`src/rtl/daq_pkg.sv`:
```
`default_nettype none
// ============================================================================
//  Module      : daq_pkg
//  Description : Shared constants and encodings for the DAQ packetizer.
//  Revision    : 1.0 - initial release
// ============================================================================
package daq_pkg;

    localparam logic [7:0] C_HDR = 8'hA5;

    typedef enum logic [2:0] {
        ST_IDLE      = 3'd0,
        ST_LOAD      = 3'd1,
        ST_SEND      = 3'd2,
        ST_WAIT_ACK  = 3'd3,
        ST_WAIT_DONE = 3'd4
    } state_t;

    typedef enum logic [2:0] {
        SEL_HDR = 3'd0,
        SEL_SEQ = 3'd1,
        SEL_LEN = 3'd2,
        SEL_MSB = 3'd3,
        SEL_LSB = 3'd4,
        SEL_CHK = 3'd5
    } bytesel_t;

endpackage
`default_nettype wire

```
`src/rtl/sync_fifo.sv`:
```
`default_nettype none
// ============================================================================
//  Module      : sync_fifo
//  Description : Single-clock show-ahead FIFO with occupancy count; the caller
//                owns all full/empty policy.
//  Revision    : 1.0 - initial release
// ============================================================================
module sync_fifo #(
    parameter int WIDTH = 12,
    parameter int DEPTH = 16
) (
    input  logic                     clk,
    input  logic                     rst,
    input  logic                     wr_en,
    input  logic [WIDTH-1:0]         wr_data,
    input  logic                     rd_en,
    output logic [WIDTH-1:0]         rd_data,
    output logic [$clog2(DEPTH):0]   count
);

    localparam int AW = $clog2(DEPTH);

    logic [WIDTH-1:0] r_mem [DEPTH];
    logic [AW-1:0]    r_wr_ptr;
    logic [AW-1:0]    r_rd_ptr;
    logic [AW:0]      r_count;

    always_ff @(posedge clk) begin
        if (wr_en) r_mem[r_wr_ptr] <= wr_data;
    end

    // Pointers wrap naturally because DEPTH is a power of two.
    always_ff @(posedge clk or negedge rst) begin
        if (!rst) begin
            r_wr_ptr <= '0;
            r_rd_ptr <= '0;
            r_count  <= '0;
        end else begin
            if (wr_en) r_wr_ptr <= r_wr_ptr + 1'b1;
            if (rd_en) r_rd_ptr <= r_rd_ptr + 1'b1;
            case ({wr_en, rd_en})
                2'b10:   r_count <= r_count + 1'b1;
                2'b01:   r_count <= r_count - 1'b1;
                default: r_count <= r_count;
            endcase
        end
    end

    assign rd_data = r_mem[r_rd_ptr];
    assign count   = r_count;

endmodule
`default_nettype wire

```
`src/rtl/daq_packetizer.sv`:
```
`default_nettype none
// ============================================================================
//  Module      : daq_packetizer
//  Description : Buffers ADC samples and emits framed, checksummed packets one
//                byte at a time through a start/busy UART handshake.
//  Revision    : 1.0 - initial release
// ============================================================================
module daq_packetizer
    import daq_pkg::*;
#(
    parameter int SAMPLE_W    = 12,
    parameter int FIFO_DEPTH  = 16,
    parameter int PKT_SAMPLES = 4
) (
    input  logic                clk,
    input  logic                rst,
    input  logic                sample_valid,
    input  logic [SAMPLE_W-1:0] sample_data,
    input  logic                flush,
    output logic                uart_start,
    output logic [7:0]          uart_data,
    input  logic                uart_busy,
    output logic                overflow,
    output logic [7:0]          drop_count,
    output logic                pkt_active
);

    localparam int CW = $clog2(FIFO_DEPTH) + 1;
    localparam logic [CW-1:0] C_PKT  = CW'(PKT_SAMPLES);
    localparam logic [CW-1:0] C_FULL = CW'(FIFO_DEPTH);

    state_t              r_state, w_next;
    bytesel_t            r_sel;
    logic [7:0]          r_seq, r_len, r_chk, r_uart_data, r_sample_lo, r_drop_count;
    logic [CW-1:0]       r_remaining;
    logic                r_flush_pend, r_overflow;

    logic [SAMPLE_W-1:0] w_rd_data;
    logic [CW-1:0]       w_count, w_len;
    logic [15:0]         w_ext;
    logic [7:0]          w_byte;
    logic                w_wr, w_pop, w_start, w_pkt_start, w_advance, w_pkt_done;

    // Fullness uses the registered count, so a same-cycle pop never frees a slot.
    assign w_wr  = sample_valid && (w_count != C_FULL);
    assign w_pop = (r_state == ST_LOAD) && (r_sel == SEL_MSB);
    assign w_len = (w_count >= C_PKT) ? C_PKT : w_count;
    assign w_ext = 16'(w_rd_data);

    sync_fifo #(
        .WIDTH (SAMPLE_W),
        .DEPTH (FIFO_DEPTH)
    ) u_fifo (
        .clk     (clk),
        .rst     (rst),
        .wr_en   (w_wr),
        .wr_data (sample_data),
        .rd_en   (w_pop),
        .rd_data (w_rd_data),
        .count   (w_count)
    );

    always_ff @(posedge clk or negedge rst) begin
        if (!rst) r_state <= ST_IDLE;
        else      r_state <= w_next;
    end

    always_comb begin
        w_next      = r_state;
        w_start     = 1'b0;
        w_pkt_start = 1'b0;
        w_advance   = 1'b0;
        w_pkt_done  = 1'b0;
        case (r_state)
            ST_IDLE: begin
                if ((w_count >= C_PKT) || (r_flush_pend && (w_count != '0))) begin
                    w_next      = ST_LOAD;
                    w_pkt_start = 1'b1;
                end
            end
            ST_LOAD: w_next = ST_SEND;
            ST_SEND: begin
                if (!uart_busy) begin
                    w_start = 1'b1;
                    w_next  = ST_WAIT_ACK;
                end
            end
            ST_WAIT_ACK: begin
                if (uart_busy) w_next = ST_WAIT_DONE;
            end
            ST_WAIT_DONE: begin
                if (!uart_busy) begin
                    if (r_sel == SEL_CHK) begin
                        w_next     = ST_IDLE;
                        w_pkt_done = 1'b1;
                    end else begin
                        w_next    = ST_LOAD;
                        w_advance = 1'b1;
                    end
                end
            end
            default: w_next = ST_IDLE;
        endcase
    end

    always_comb begin
        w_byte = 8'h00;
        case (r_sel)
            SEL_HDR: w_byte = C_HDR;
            SEL_SEQ: w_byte = r_seq;
            SEL_LEN: w_byte = r_len;
            SEL_MSB: w_byte = w_ext[15:8];
            SEL_LSB: w_byte = r_sample_lo;
            SEL_CHK: w_byte = r_chk;
            default: w_byte = 8'h00;
        endcase
    end

    always_ff @(posedge clk or negedge rst) begin
        if (!rst) begin
            r_sel        <= SEL_HDR;
            r_seq        <= 8'h00;
            r_len        <= 8'h00;
            r_chk        <= 8'h00;
            r_uart_data  <= 8'h00;
            r_sample_lo  <= 8'h00;
            r_remaining  <= '0;
            r_flush_pend <= 1'b0;
            r_overflow   <= 1'b0;
            r_drop_count <= 8'h00;
        end else begin
            // A flush with nothing buffered is dropped once the FSM is idle.
            if (flush)
                r_flush_pend <= 1'b1;
            else if (w_pkt_start || ((r_state == ST_IDLE) && (w_count == '0)))
                r_flush_pend <= 1'b0;

            if (w_pkt_start) begin
                r_len       <= 8'(w_len);
                r_remaining <= w_len;
                r_sel       <= SEL_HDR;
            end

            if (r_state == ST_LOAD) begin
                r_uart_data <= w_byte;
                if (r_sel == SEL_HDR)
                    r_chk <= 8'h00;
                else if (r_sel != SEL_CHK)
                    r_chk <= r_chk ^ w_byte;
                if (w_pop) begin
                    r_sample_lo <= w_ext[7:0];
                    r_remaining <= r_remaining - 1'b1;
                end
            end

            if (w_advance) begin
                case (r_sel)
                    SEL_HDR: r_sel <= SEL_SEQ;
                    SEL_SEQ: r_sel <= SEL_LEN;
                    SEL_LEN: r_sel <= SEL_MSB;
                    SEL_MSB: r_sel <= SEL_LSB;
                    SEL_LSB: r_sel <= (r_remaining != '0) ? SEL_MSB : SEL_CHK;
                    default: r_sel <= SEL_CHK;
                endcase
            end

            if (w_pkt_done) r_seq <= r_seq + 8'h01;

            if (sample_valid && !w_wr) begin
                r_overflow <= 1'b1;
                if (r_drop_count != 8'hFF) r_drop_count <= r_drop_count + 8'h01;
            end
        end
    end

    assign uart_start = w_start;
    assign uart_data  = r_uart_data;
    assign overflow   = r_overflow;
    assign drop_count = r_drop_count;
    assign pkt_active = (r_state != ST_IDLE);

endmodule
`default_nettype wire

```
`config.mk`:
```
export PLATFORM = sky130hd
export DESIGN_NAME = daq_packetizer
export DESIGN_NICKNAME = d
export VERILOG_FILES = /design/src/rtl/daq_pkg.sv /design/src/rtl/sync_fifo.sv /design/src/rtl/daq_packetizer.sv
export SDC_FILE = /design/constraint.sdc
export NUM_CORES = 1
export LEC_CHECK = 0
export ABC_AREA = 1
export BUFFER_PORTS_ARGS = -buffer_cell sky130_fd_sc_hd__buf_2
export CORE_ASPECT_RATIO = 1.1
export CORE_MARGIN = 5
export CORE_UTILIZATION = 30
export DETAILED_ROUTE_END_ITERATION = 6
export GPL_ROUTABILITY_DRIVEN = 0
export HOLD_SLACK_MARGIN = 0.1
export PLACE_DENSITY_LB_ADDON = 0.08
export SLEW_MARGIN = 0
export SYNTH_ARGS = -nofsm -noshare
export SYNTH_HDL_FRONTEND = slang
export SYNTH_SLANG_ARGS = --single-unit
```
`constraint.sdc`:
```
create_clock -name clk -period 2.95 [get_ports clk]
set_input_delay 0.59 -clock clk [delete_from_list [all_inputs] [get_ports clk]]
set_output_delay 0.59 -clock clk [all_outputs]
set_load 0.05 [all_outputs]
```
## Yosys cells after proc, flatten, opt, wreduce, memory -nomap -nowiden

Memories as Yosys holds them, arrays and structs flattened.
Index checks and enable logic that the tools add are counted.

| word-level totals | value |
|---|---|
| register bits after elaboration | 71 |
| bits in writable memories | 192 |
| input bits | 17 |
| output and inout port bits | 19 |
| logic and storage cells | 96 |
| memories | 1 |

| cells by class | value |
|---|---|
| add/subtract/negate cells | 7 |
| $lt $le $gt $ge | 1 |
| equal/unequal tests | 18 |
| mux-type cells | 32 |
| bitwise gates (word level) | 1 |
| reductions and logical operators | 22 |

Memory list:

| memory | words | width | read ports | clocked after Yosys merged registers in | wr ports | line | RTL |
|---|---|---|---|---|---|---|---|
| u_fifo.r_mem | 16 | 12 | 1 | 0 | 1 | sync_fifo.sv:23 | `logic [WIDTH-1:0] r_mem [DEPTH];` |

Operator list:

| operator | count |
|---|---|
| $pmux W8 S6 | 1 |
| $pmux W3 S5 | 2 |
| $mux W3 | 7 |
| $mux W5 | 4 |
| $add A8 B1 Y8 const B | 2 |
| $mux W8 | 2 |
| $mux W1 | 15 |
| $eq A3 B2 Y1 const B | 4 |
| $pmux W5 S2 | 1 |
| $reduce_bool A5 Y1 | 2 |
| $sub A5 B1 Y5 const B | 2 |
| $eq A3 B3 Y1 const B | 3 |
| $add A4 B1 Y4 const B | 2 |
| $ne A2 B2 Y1 const B | 4 |
| $ne A8 B8 Y1 const B | 1 |
| $reduce_bool A2 Y1 | 4 |
| $xor A8 B8 Y8 | 1 |
| $eq A3 B1 Y1 const B | 2 |
| $logic_not A3 Y1 | 2 |
| $reduce_and A2 Y1 | 3 |
| $add A5 B1 Y5 const B | 1 |
| $ge A5 B3 Y1 const B | 1 |
| $logic_and A1 B1 Y1 | 5 |
| $logic_not A5 Y1 | 1 |
| 8 further kinds | 9 |

## Logic depth before layout (Yosys ltp)

| logic depth | value |
|---|---|
| depth in word-level cells | 8 |
| depth in mapped cells | 18 |
| mapped depth without buffers | 16 |

## Modules after synthesis

From an unflattened synthesis, not the netlist that was laid out.

| second synthesis, totals | value |
|---|---|
| cells, all modules | 1095 |
| area, all modules | 11562.3 um2 |

By module, submodules not included:

| module | times used | cells each | area an instance (um2) | seq. area each (um2) |
|---|---|---|---|---|
| sync_fifo | 1 | 714 | 8550.7 | 6090.8 |
| daq_packetizer | 1 | 381 | 3011.6 | 1451.4 |

## Worst setup path before layout

No wires, ideal clock.

| timing | value |
|---|---|
| kind | register to register |
| start point | register r_sel[2] |
| end point | register u_fifo.r_count[4], in the netlist u_fifo.count[4] |
| setup time | 0.126 ns |
| arrival time | 2.290 ns |
| data required time | 2.824 ns |
| path slack | 0.534 ns |
| cell stages (with the launch flop) | 19 |
| buffers on the path | 2 |
| period minus slack after synthesis | 2.416 ns |
| cell sequence | dfrtp_1 -> buf_4 -> inv_4 -> nand2_2 -> nor2_4 -> inv_2 -> nor2_8 -> buf_4 -> ha_1 -> xor2_1 -> ha_1 -> inv_1 -> nand2_1 -> nand2_1 -> nand2_1 -> a21oi_1 -> xor2_1 -> nand2_1 -> o21ai_0 |

| between the ends | value |
|---|---|
| cells in the longest elaborated chain, start to end | 4 |
| elaborated cells between the ends (all ways) | 6 |
| those cells by class | 3 x eq/ne; 1 x mux; 2 x reduce/logical |

RTL lines:

| element | line | RTL |
|---|---|---|
| from (decl) | daq_packetizer.sv:33 | `bytesel_t r_sel;` |
| from (signal assigned) | daq_packetizer.sv:162 | `SEL_LSB: r_sel <= (r_remaining != '0) ? SEL_MSB : SEL_CHK;` |
| $eq A3 B2 Y1 * | daq_packetizer.sv:46 | `assign w_pop = (r_state == ST_LOAD) && (r_sel == SEL_MSB);` |
| $logic_and A1 B1 Y1 * | daq_packetizer.sv:46 |  |
| named net u_fifo.rd_en | sync_fifo.sv:16 | `input logic rd_en,` |
| $eq A2 B1 Y1 / $eq A2 B2 Y1 (equally long branches) | sync_fifo.sv:41 | `case ({wr_en, rd_en})` |
| $pmux W5 S2 / $reduce_bool A2 Y1 (equally long branches) | - |  |
| to (signal assigned) | sync_fifo.sv:42 | `2'b10: r_count <= r_count + 1'b1;` |
| to (signal assigned) | sync_fifo.sv:43 | `2'b01: r_count <= r_count - 1'b1;` |
| to (signal assigned) | sync_fifo.sv:44 | `default: r_count <= r_count;` |
| to (decl) | sync_fifo.sv:26 | `logic [AW:0] r_count;` |

The timed path passes the listed nets; every way through them passes the cells marked *.
A chain may end at the register's enable or synchronous reset.

## Final worst setup path

| timing | value |
|---|---|
| start point | register u_fifo.r_count[2], in the netlist u_fifo.count[2] |
| end point | register u_fifo.r_count[4], in the netlist u_fifo.count[4] |

| between the ends | value |
|---|---|
| cells in the longest elaborated chain, start to end | 4 |
| elaborated cells between the ends (all ways) | 8 |
| those cells by class | 2 x add/sub; 3 x eq/ne; 1 x mux; 2 x reduce/logical |

RTL lines:

| element |
|---|
| parallel branches: the longest is 4 deep, another holds $sub A5 B1 Y5 |

Several ways; the timed one is not identified.

==> flow_summary.json <==
{
  "synth_top_area_share_pct": 50.6,
  "sw_frac_of_total_pct": 34.4,
  "syn2layout_area_growth_pct": 15.6,
  "path_cells": "nor2_1, nand2_1, nor2_1, inv_1, nand2_1, ha_1, xor2_1, ha_1, inv_1, nand2_1, nand2_1, nand2_1, a21oi_1, xor2_1, nand2_1, o21ai_0",
  "hp-class": "in2reg",
  "switching_power_mw": 3.86,
  "tightest_slew_ns": 0.699,
  "drive_gt1_share_pct": 13.6,
  "dpl.cell_count": 1537,
  "final_cells": 1596,
  "finalCritPeriodShare_pct": 82.9,
  "clockBufferDepth": 3,
  "h-tree-depth": 1,
  "start_util_pct": 30.5,
  "antenna_found_initial": 0,
  "async_flop_share_pct": 27.0,
  "rsz0062_at_grt": "false",
  "synth_nets": 1046,
  "clock_sinks": 263,
  "n_antenna_cell": 0,
  "grt_max_degree": 72,
  "setup_viol": 0,
  "yosysSeqAreaShare_pct": 66.2,
  "numCtsBuffers": 31,
  "synth-edff-count": 192,
  "numPortBuffers": 35,
  "outcome": "completed",
  "grtUsageTotal_pct": 14.1,
  "vias": 7398,
  "drc": 0,
  "drt_iter0_markers": 364,
  "yosys_warnings": 0,
  "start_kind": "register",
  "relSlewSlack_pct": 53.4,
  "fin_area_mm2": 0.0132,
  "cts_tree": "done",
  "die_w_um": 196,
  "grt_pass1_wl_mm": 46.4,
  "power_frac_seq_pct": 43.1,
  "fin_crit_ns": 2.45,
  "core_region_area_mm2": 0.0373,
  "worstSkewPairLatency_ns": 0.57,
  "rows": 74,
  "synth.avg_cell_area_um2": 11.2,
  "ys_top_cells_by_area": "edfxtp_1 (51%), dfrtp_1 (16%), nand2_1 (5.7%)",
  "slowest_delay_ns": 0.41,
  "power_density_mw_per_mm2": 853,
  "synthFlopType": "edfxtp_1",
  "total_power_mw": 11.2,
  "grt_pass1_vias": 7573,
  "slowest_stage": "dfrtp_1",
  "die-height_um": 214,
  "grt.overflow.total": 0,
  "path_max_fanout": 4,
  "drt-total-wl_mm": 29.6,
  "crit_path_frequent_cell": "nand2_1",
  "synth_cells": 1016,
  "yosysTopAreaCell": "edfxtp_1",
  "drtAntennaViolNets": 0,
  "ir_drop_mv": 0.454,
  "final_util_pct": 35.3,
  "synth_cell_types": 44,
  "hold_ws_ns": 0.207,
  "reg2reg_slack_ns": 0.50,
  "p_leak_nw": 5.19,
  "root_buffer": "clkbuf_16",
  "slew_violations": 0,
  "io_pins": 36,
  "die-area_mm2": 0.0420,
  "crit_type": "reg2reg",
  "via_per_inst": 4.64,
  "dr.pass1.iters": 4,
  "dp_hpwl_mm": 18.5,
  "endpoint_kind": "register",
  "required_ns": 3.39,
  "routedWlPerCell_um": 18.5,
  "fmax_mhz": 409,
  "pwr-share-clk_pct": 31.4,
  "synthesis.area_mm2": 0.0114,
  "p_int_mw": 7.36,
  "hold_violations": 0,
  "drv_cap": 0,
  "pwr-share-comb_pct": 25.5,
  "clk_pin_slew_ns": 0.06,
  "dp_slack_ns": 0.487,
  "fin_nets": 1107,
  "layout_setup_ws_ns": 0.504,
  "fin_skew_ns": 0.00919,
  "synth_seq_cells": 263,
  "placed_area_mm2": 0.0122,
  "finalSetupTns_ns": 0,
  "worst-endpoint-arrival_ns": 2.89
}
==> cells in the mapped netlist, types with 2 or more instances <==
| master | instances |
|---|---|
| inv_4 | 3 |
| buf_6 | 2 |
| o31ai_1 | 2 |
| nor3_1 | 7 |
| xor2_1 | 17 |
| nor2_8 | 2 |
| xnor2_1 | 8 |
| o22ai_1 | 11 |
| nor2_1 | 119 |
| o221ai_1 | 22 |
| dfrtp_1 | 71 |
| nand4_1 | 4 |
| buf_1 | 2 |
| inv_1 | 87 |
| nand2_2 | 3 |
| a31oi_1 | 10 |
| buf_2 | 20 |
| ha_1 | 13 |
| nor2_4 | 5 |
| a21o_1 | 2 |
| buf_4 | 12 |
| o211ai_1 | 14 |
| o21ai_0 | 82 |
| a22oi_1 | 2 |
| nand3_1 | 76 |
| nand2_1 | 172 |
| edfxtp_1 | 192 |
| nor3_4 | 3 |
| o2111a_1 | 2 |
| clkbuf_1 | 8 |
| inv_2 | 10 |
| o21ai_1 | 6 |
| nor2_2 | 2 |
| a21oi_1 | 15 |
==> routing by layer <==
| layer | vias to the layer above | global-route usage, % | wire [um] |
|---|---|---|---|
| li1 | 3647 | - | - |
| met1 | 3624 | 19.1 | 13800 |
| met2 | 92 | 23.9 | 14400 |
| met3 | 35 | 1.93 | 968 |
| met4 | 0 | 3.21 | 436 |
| met5 | - | 0 | 0 |
==> critical path, delay by kind of cell, from the launching register on <==
family	cells	cell delay, ns
AND/OR/NAND/NOR	8	0.82
adder cells (fa/ha/maj)	2	0.48
flip-flops	1	0.41
XOR/XNOR	2	0.36
AO/OA/AOI/OAI	2	0.14
buffers and inverters	2	0.11
==> registers in the layout, indices dropped and copies added (netlist names), 8 cells and up <==
signal	cells
drop_count	8
r_sample_lo	8
r_chk	8
uart_data	8
u_fifo.r_mem	192
r_seq	8
==> what timing repair did <==
item / CTS / global route
hold buffers: 1 / 0
setup endpoints to repair: 0 / 0
gates resized for setup: 0 / 0
buffers inserted: 0 / 0
endpoints found under the hold margin: 71 / 0
==> cell usage in the layout (no fill, tap or decap), types with 3 or more instances in the layout <==
master and count:
a21oi_1 15, a31oi_1 10, buf_2 34, buf_4 35
clkbuf_1 8, clkbuf_16 31, clkinv_1 9, clkinv_2 8
dfrtp_1 69, edfxtp_1 192, ha_1 13, inv_1 87
inv_2 10, inv_4 3, nand2_1 172, nand2_2 3
nand3_1 76, nand4_1 4, nor2_1 119, nor2_4 5
nor3_1 7, nor3_4 3, o211ai_1 14, o21ai_0 82
o21ai_1 6, o221ai_1 22, o22ai_1 11, xnor2_1 8
xor2_1 17
==> final timing paths <==
check / depth (start not counted) / to / start
max: 16 / u_fifo.count[4] / u_fifo.count[2]
min: 2 / r_flush_pend / flush
max reg2reg: 16 / u_fifo.count[4] / u_fifo.count[2]
min reg2reg: 1 / r_remaining[0] / r_remaining[0]
max in group asynchronous: 3 / u_fifo.r_rd_ptr[0] / rst
min in group asynchronous: 3 / uart_data[7] / rst
==> final cells by class <==
cell class	instances	area [um^2]
Tap cell	494	618
Timing Repair Buffer	72	483
Fill cell	3697	24100
Clock buffer	39	806
Clock inverter	19	118
Sequential cell	263	7540
Multi-Input combinational cell	608	3210
Inverter	101	387
==> cells by family after synthesis <==
kind of cell | after synthesis | synth area share [%]
muxes | 1 | 0.0989
and+or+nand+nor | 400 | 15.8
AOI/OAI and AO/OA | 169 | 8.97
adders and majority gates | 13 | 1.43
xor gates and xnor gates | 25 | 1.92
buffers and inverters | 145 | 5.59
DFF | 263 | 66.2
==> power by group through the flow <==
stage,logic [mW],clock network [mW],registers [mW]
floorplan,1.81,0,5.08
global placement,2.94,0,4.90
detailed placement,2.93,0,4.91
CTS,2.94,3.64,4.84
global route,3.23,3.81,4.89
finish,2.87,3.52,4.83
No activity file was read; power rests on OpenSTA's default activity.
